$ cat config.mk
export PLATFORM = sky130hd
export DESIGN_NAME = uart_tx_sched
export DESIGN_NICKNAME = d
export VERILOG_FILES = /design/src/rtl/uart_pkg.sv /design/src/rtl/uart_tx_sched_rr_pick.sv /design/src/rtl/uart_tx_sched.sv
export SDC_FILE = /design/constraint.sdc
export NUM_CORES = 1
export LEC_CHECK = 0
export BUFFER_PORTS_ARGS = -buffer_cell sky130_fd_sc_hd__buf_2
export CAP_MARGIN = 30
export CORE_ASPECT_RATIO = 0.5
export CORE_MARGIN = 1
export CORE_UTILIZATION = 38
export CTS_CLUSTER_SIZE = 20
export DETAILED_ROUTE_END_ITERATION = 8
export PLACE_DENSITY = 0.74
export SLEW_MARGIN = 10
export SYNTH_ARGS = -nofsm -noshare
export SYNTH_HDL_FRONTEND = slang
export SYNTH_SLANG_ARGS = --single-unit
$ cat constraint.sdc
create_clock -name clk -period 2.7 [get_ports clk]
set_input_delay 0.135 -clock clk [delete_from_list [all_inputs] [get_ports clk]]
set_output_delay 0.135 -clock clk [all_outputs]
set_load 0.1 [all_outputs]
$ cat src/rtl/uart_pkg.sv
// Shared types and constants for the UART transmit scheduler slice.
//   uart_sched_state_t : FSM encoding used by uart_tx_sched
//   UART_DATA_BITS     : default byte width, matches the serializer
//   uart_cnt_width()   : width of a saturating counter that must reach a value t
package uart_pkg;

    localparam int UART_DATA_BITS = 8;

    typedef enum logic [1:0] {
        IDLE    = 2'd0,
        SEND    = 2'd1,
        RELEASE = 2'd2,
        WAIT    = 2'd3
    } uart_sched_state_t;

    // A zero-valued limit still needs a 1-bit counter so the design elaborates.
    function automatic int uart_cnt_width(input int t);
        return (t < 1) ? 1 : $clog2(t + 1);
    endfunction

endpackage

$ cat src/rtl/uart_tx_sched_rr_pick.sv
// Combinational round-robin selector.
// Ports:
//   req   in  N        request vector
//   ptr   in  log2(N)  highest-priority index; search runs ptr, ptr+1, ... mod N
//   found out 1        at least one request set
//   idx   out log2(N)  first requesting index at or after ptr
module rr_pick #(
    parameter int N = 4,
    localparam int IW = (N > 1) ? $clog2(N) : 1
) (
    input  logic [N-1:0]  req,
    input  logic [IW-1:0] ptr,
    output logic          found,
    output logic [IW-1:0] idx
);

    logic [2*N-1:0] dbl;
    logic [N-1:0]   rot;
    logic [IW-1:0]  pos;
    logic [IW:0]    sum;

    // Rotating the doubled vector puts ptr at bit 0, so a plain
    // lowest-set-bit search gives the round-robin order.
    always_comb begin
        dbl   = {req, req};
        rot   = dbl[ptr +: N];
        found = 1'b0;
        pos   = '0;
        for (int k = N - 1; k >= 0; k--) begin
            if (rot[k]) begin
                found = 1'b1;
                pos   = IW'(k);
            end
        end
        sum = {1'b0, ptr} + {1'b0, pos};
        if (sum >= (IW + 1)'(N)) begin
            sum = sum - (IW + 1)'(N);
        end
        idx = sum[IW-1:0];
    end

endmodule

$ cat src/rtl/uart_tx_sched.sv
// Packet-level round-robin scheduler sharing one UART TX serializer among
// NUM_REQ byte-stream requesters. A grant is held from a packet's first byte
// until its last byte, or until the owner stays silent for TIMEOUT cycles.
// Ports:
//   clk, rst     clock, synchronous active-high reset
//   req_data     requester i byte at [i*DATA_BITS +: DATA_BITS]
//   req_valid    requester i has a byte
//   req_last     byte closes its packet
//   req_ready    one-hot acceptance pulse
//   tx_data      byte to serializer, stable while tx_valid
//   tx_valid     level request to serializer
//   tx_ready     serializer frame complete
//   grant        index of the owning requester
//   busy         grant locked
//
// state   | meaning
// IDLE    | no owner; round-robin pick from rr_ptr, accept and lock
// SEND    | tx_valid high with the held byte until tx_ready
// RELEASE | one cycle with tx_valid low; end packet or go wait for more
// WAIT    | owner locked, waiting for its next byte or the idle timeout
module uart_tx_sched
    import uart_pkg::*;
#(
    parameter int NUM_REQ   = 4,
    parameter int DATA_BITS = UART_DATA_BITS,
    parameter int TIMEOUT   = 1024,
    localparam int GW = $clog2(NUM_REQ)
) (
    input  logic                           clk,
    input  logic                           rst,
    input  logic [NUM_REQ*DATA_BITS-1:0]   req_data,
    input  logic [NUM_REQ-1:0]             req_valid,
    input  logic [NUM_REQ-1:0]             req_last,
    output logic [NUM_REQ-1:0]             req_ready,
    output logic [DATA_BITS-1:0]           tx_data,
    output logic                           tx_valid,
    input  logic                           tx_ready,
    output logic [GW-1:0]                  grant,
    output logic                           busy
);

    localparam int CW = uart_cnt_width(TIMEOUT);

    uart_sched_state_t    state_q, state_d;
    logic [DATA_BITS-1:0] hold_q, hold_d;
    logic                 last_q, last_d;
    logic [GW-1:0]        grant_q, grant_d;
    logic [GW-1:0]        rr_ptr_q, rr_ptr_d;
    logic [CW-1:0]        idle_q, idle_d;

    logic                 pick_found;
    logic [GW-1:0]        pick_idx;
    logic                 accept;
    logic [GW-1:0]        acc_idx;
    logic [GW-1:0]        next_ptr;
    logic                 grant_valid;
    logic                 idle_expired;

    logic [DATA_BITS-1:0] lane [NUM_REQ];

    for (genvar gi = 0; gi < NUM_REQ; gi++) begin : g_lane
        assign lane[gi] = req_data[gi*DATA_BITS +: DATA_BITS];
    end

    rr_pick #(
        .N (NUM_REQ)
    ) u_pick (
        .req   (req_valid),
        .ptr   (rr_ptr_q),
        .found (pick_found),
        .idx   (pick_idx)
    );

    assign grant_valid  = req_valid[grant_q];
    assign next_ptr     = (grant_q == GW'(NUM_REQ - 1)) ? '0 : grant_q + GW'(1);
    // TIMEOUT of zero disables forced release entirely.
    assign idle_expired = (TIMEOUT > 0) && (idle_q == CW'(TIMEOUT - 1));

    always_comb begin
        state_d  = state_q;
        hold_d   = hold_q;
        last_d   = last_q;
        grant_d  = grant_q;
        rr_ptr_d = rr_ptr_q;
        idle_d   = idle_q;
        accept   = 1'b0;
        acc_idx  = grant_q;

        case (state_q)
            IDLE: begin
                if (pick_found) begin
                    accept  = 1'b1;
                    acc_idx = pick_idx;
                    grant_d = pick_idx;
                    state_d = SEND;
                end
            end
            SEND: begin
                if (tx_ready) begin
                    state_d = RELEASE;
                end
            end
            RELEASE: begin
                if (last_q) begin
                    rr_ptr_d = next_ptr;
                    state_d  = IDLE;
                end else begin
                    idle_d  = '0;
                    state_d = WAIT;
                end
            end
            WAIT: begin
                // A byte arriving on the expiry cycle still wins, so nothing is dropped.
                if (grant_valid) begin
                    accept  = 1'b1;
                    state_d = SEND;
                end else if (idle_expired) begin
                    rr_ptr_d = next_ptr;
                    state_d  = IDLE;
                end else if (idle_q != {CW{1'b1}}) begin
                    idle_d = idle_q + CW'(1);
                end
            end
            default: begin
                state_d = IDLE;
            end
        endcase

        if (accept) begin
            hold_d = lane[acc_idx];
            last_d = req_last[acc_idx];
            idle_d = '0;
        end
    end

    // req_ready is a Mealy output so the acceptance pulse lines up with the
    // edge that latches the byte; it is masked during reset so a requester
    // never sees a byte taken that the reset edge discards.
    always_comb begin
        req_ready = '0;
        if (accept && !rst) begin
            req_ready[acc_idx] = 1'b1;
        end
    end

    assign tx_valid = (state_q == SEND);
    assign tx_data  = hold_q;
    assign grant    = grant_q;
    assign busy     = (state_q != IDLE);

    always_ff @(posedge clk) begin
        if (rst) begin
            state_q  <= IDLE;
            hold_q   <= '0;
            last_q   <= 1'b0;
            grant_q  <= '0;
            rr_ptr_q <= '0;
            idle_q   <= '0;
        end else begin
            state_q  <= state_d;
            hold_q   <= hold_d;
            last_q   <= last_d;
            grant_q  <= grant_d;
            rr_ptr_q <= rr_ptr_d;
            idle_q   <= idle_d;
        end
    end

endmodule

==> impl_metrics.yaml <==
sta:
  fin_crit_sh_pct: 94.6
  worst-slew-pin-transition_ns: 0.693
  drv_slew: 0
  finalWorstSetupSlack_ns: 0.145
  fmax_mhz: 391
  setup_viol: 0
  max_slew_margin_pct: 53.5
  worst_clock_skew_ns: 0.00232
  hold_viol: 0
  period_minus_slack_ns: 2.56
synthesis:
  synth_mux_area_share_pct: 17.4
  yosysMostFrequentCell: "dfxtp_1"
  ys_seq_area_share_pct: 28.9
  synth_ff_type: "dfxtp_1"
  synth_top_family_by_area: "compound AO/OA/AOI/OAI gates"
  syn_avg_cell_area_um2: 8.73
  synth_top_area_share_pct: 28.9
  synth_warnings: 0
  syn_nets: 256
  syn_area_um2: 1800
  ys_ff_latch: 26
  synth-edff-count: 0
  syn_inst: 206
  synth.largest_area_cell: "dfxtp_1"
  synthTopCellsByCount: "dfxtp_1, nor2_1, nand2_1"
  yosys-top-cells-area: "dfxtp_1, mux2i_1, ha_1"
  yosys.area_share.simple_pct: 18.6
  async_flop_share_pct: 0
  synth-compound-area-share_pct: 20.3
  ys_types: 44
  synth-adder-area-share_pct: 4.87
  synthXorXnorAreaFrac_pct: 4.38
setup_path:
  r2r-start: "rr_ptr_q[0]"
  critPathCaptureType: "output pin"
  cp_max_fo: 5
  required_ns: 2.57
  worst_ep_arrival_time_ns: 2.42
  critPathLaunchType: "register"
  ff2ff_path_depth: 10
  reg2reg_slack_ns: 0.36
  critPathKind: "reg2out"
  rr_endpoint: "tx_data[1]"
detailed_routing:
  ant_nets: 0
  via_per_inst: 5.52
  dr.pass1.iters: 4
  first_iter_violations: 46
  wl_mm: 4.42
  detail_route.wl_per_cell_um: 13.9
  drc_errors: 0
  num_vias: 1755
grt:
  first_global_vias: 1685
  antenna_found_initial: 0
  grt_max_degree: 24
  grt_pass1_wl_mm: 7.51
  gr-total-overflow: 0
  grtUsageTotal_pct: 18.7
clock_network:
  ctsHtreeMaxLevel: 1
  clk_latency_ns: 0.27
  clk_pin_slew_ns: 0.09
  numCtsBuffers: 3
  root_buffer: "clkbuf_8"
  cts_hold_buf: 0
  clk_path_buf_depth: 2
  cts_tree: "done"
  cts_num_sinks: 26
place:
  routabilityCongestion: 0.855
  hpwl_mm: 3.42
  dpl-instance-area_um2: 2240
  pre_cts_slack_ns: 0.101
  port_buffers: 58
worst_hold_path:
  min-delay-start: "rst"
  hold_end: "grant[0]"
  hp-class: "in2reg"
  hold_path_depth: 2
pwr:
  netSwitchingFraction_pct: 52.8
  ir_worst_vdd_mv: 0.742
  power.leakage_nw: 0.955
  seqPwrFrac_pct: 21.6
  p_per_area_nw_per_um2: 1010
  combPwrFrac_pct: 67.8
  clockPowerShare_pct: 10.6
  internal-power_w: 0.00111
  power_switching_w: 0.00124
die:
  die_w_um: 99.3
  dieArea_um2: 5030
  core_area_um2: 4470
  rows: 17
  die_y_um: 50.7
  start_util_pct: 40.3
  num_io_pins: 59
layout:
  final_area_um2: 2330
  drive_gt1_share_pct: 35.2
  fin_nets: 312
  fill_cells: 432
  synthToLayoutAreaGrowth_pct: 29.6
  n_antenna_cell: 0
  regArea_um2: 527
  final_core_util_pct: 52.2
  multiInputGateArea_um2: 1240
outcome:
  status: "completed"
flow_run:
  drv_cap: 0
## stage by stage
step | setup TNS [ns] | hold WS [ns] | power [W] | cells
after floorplan | -0.172 | 0.382 | 0.00175 | 206
after global placement | 0 | 0.431 | 0.00204 | 311
after CTS | 0 | 0.160 | 0.00233 | 315
final | 0 | 0.168 | 0.00236 | 318
after global routing | -0.0131 | 0.170 | 0.00249 | 318
after detailed placement | 0 | 0.429 | 0.00207 | 311
## state kept, by name, indices dropped and copies added, names as in the netlist
| register | cells |
|---|---|
| state_q | 2 |
| tx_data | 8 |
| grant | 2 |
| rr_ptr_q | 2 |
| last_q | 1 |
| idle_q | 11 |
## worst max-delay path by stage
stage	slack [ns]	from	depth (start not counted)	to
finish	0.14	state_q[1]	7	req_ready[0]
global route	-0.01	rr_ptr_q[0]	9	req_ready[0]
CTS	0.02	rr_ptr_q[0]	9	req_ready[0]
detailed placement	0.10	req_valid[1]	11	req_ready[0]
global placement	0.17	req_valid[1]	11	req_ready[0]
floorplan	-0.12	rr_ptr_q[0]	10	req_ready[0]
## worst max-delay path, cell delays in order (launching register included)
cell and delay [ns]:
dfxtp_1 0.34, inv_1 0.13, ha_1 0.27, o41a_1 0.32
a21oi_1 0.10, or3_1 0.50, nor3b_4 0.29, buf_12 0.20
## routing by layer
metal	track usage [%]	vias up	wire length [um]
met4	6.37	0	87
met3	4.32	8	143
met5	0	-	0
met1	22.5	849	2010
met2	33.3	31	2170
li1	-	867	-
## logic make-up (layout without fill, tap and decap cells)
family	Yosys count	count (layout)
AOI/OAI and AO/OA	45	45
xor gates and xnor gates	9	9
adders and majority gates	7	7
buffers and inverters	22	77
DFF	26	26
muxes	27	27
and+or+nand+nor	70	70
## what timing repair did
item,4_1_cts,5_1_grt
buffers inserted,0,3
gates resized for setup,2,2
endpoints found under the setup margin,4,4
gates cloned,0,0
pin swaps,0,1
## final cells by class
cell class / instances / share of cell area, %
repair buffers: 66 / 17.8
flip-flops and latches: 26 / 22.6
clock buffers: 4 / 2.36
inverters: 7 / 1.13
well taps: 57 / 3.06
multi-input cells: 158 / 53.1
## power by group through the flow
| stage | Sequential [W] | Combinational, W | Clock (W) |
|---|---|---|---|
| 6_report | 0.000509 | 0.00160 | 0.000249 |
| 2_1_floorplan | 0.000776 | 0.000975 | 0 |
| 4_1_cts | 0.000509 | 0.00156 | 0.000255 |
| 3_5_place_dp | 0.000517 | 0.00155 | 0 |
| 3_3_place_gp | 0.000513 | 0.00152 | 0 |
| 5_1_grt | 0.000521 | 0.00169 | 0.000278 |
## placed cells by master (no fill, tap or decap), drive strengths merged, types with 2 or more instances in the layout
| cell | n |
|---|---|
| buf | 66 |
| dfxtp | 26 |
| nor2 | 19 |
| nand2 | 18 |
| mux2i | 14 |
| mux2 | 11 |
| o211ai | 10 |
| o311ai | 10 |
| xnor2 | 9 |
| inv | 7 |
| nand3 | 7 |
| ha | 7 |
| a211oi | 6 |
| nor2b | 5 |
| and3 | 5 |
| nand2b | 4 |
| a21oi | 4 |
| clkbuf | 4 |
| nor3 | 4 |
| a2111oi | 4 |
| and2 | 3 |
| o21ai | 3 |
| mux4 | 2 |
No activity file was read; power rests on OpenSTA's default activity.
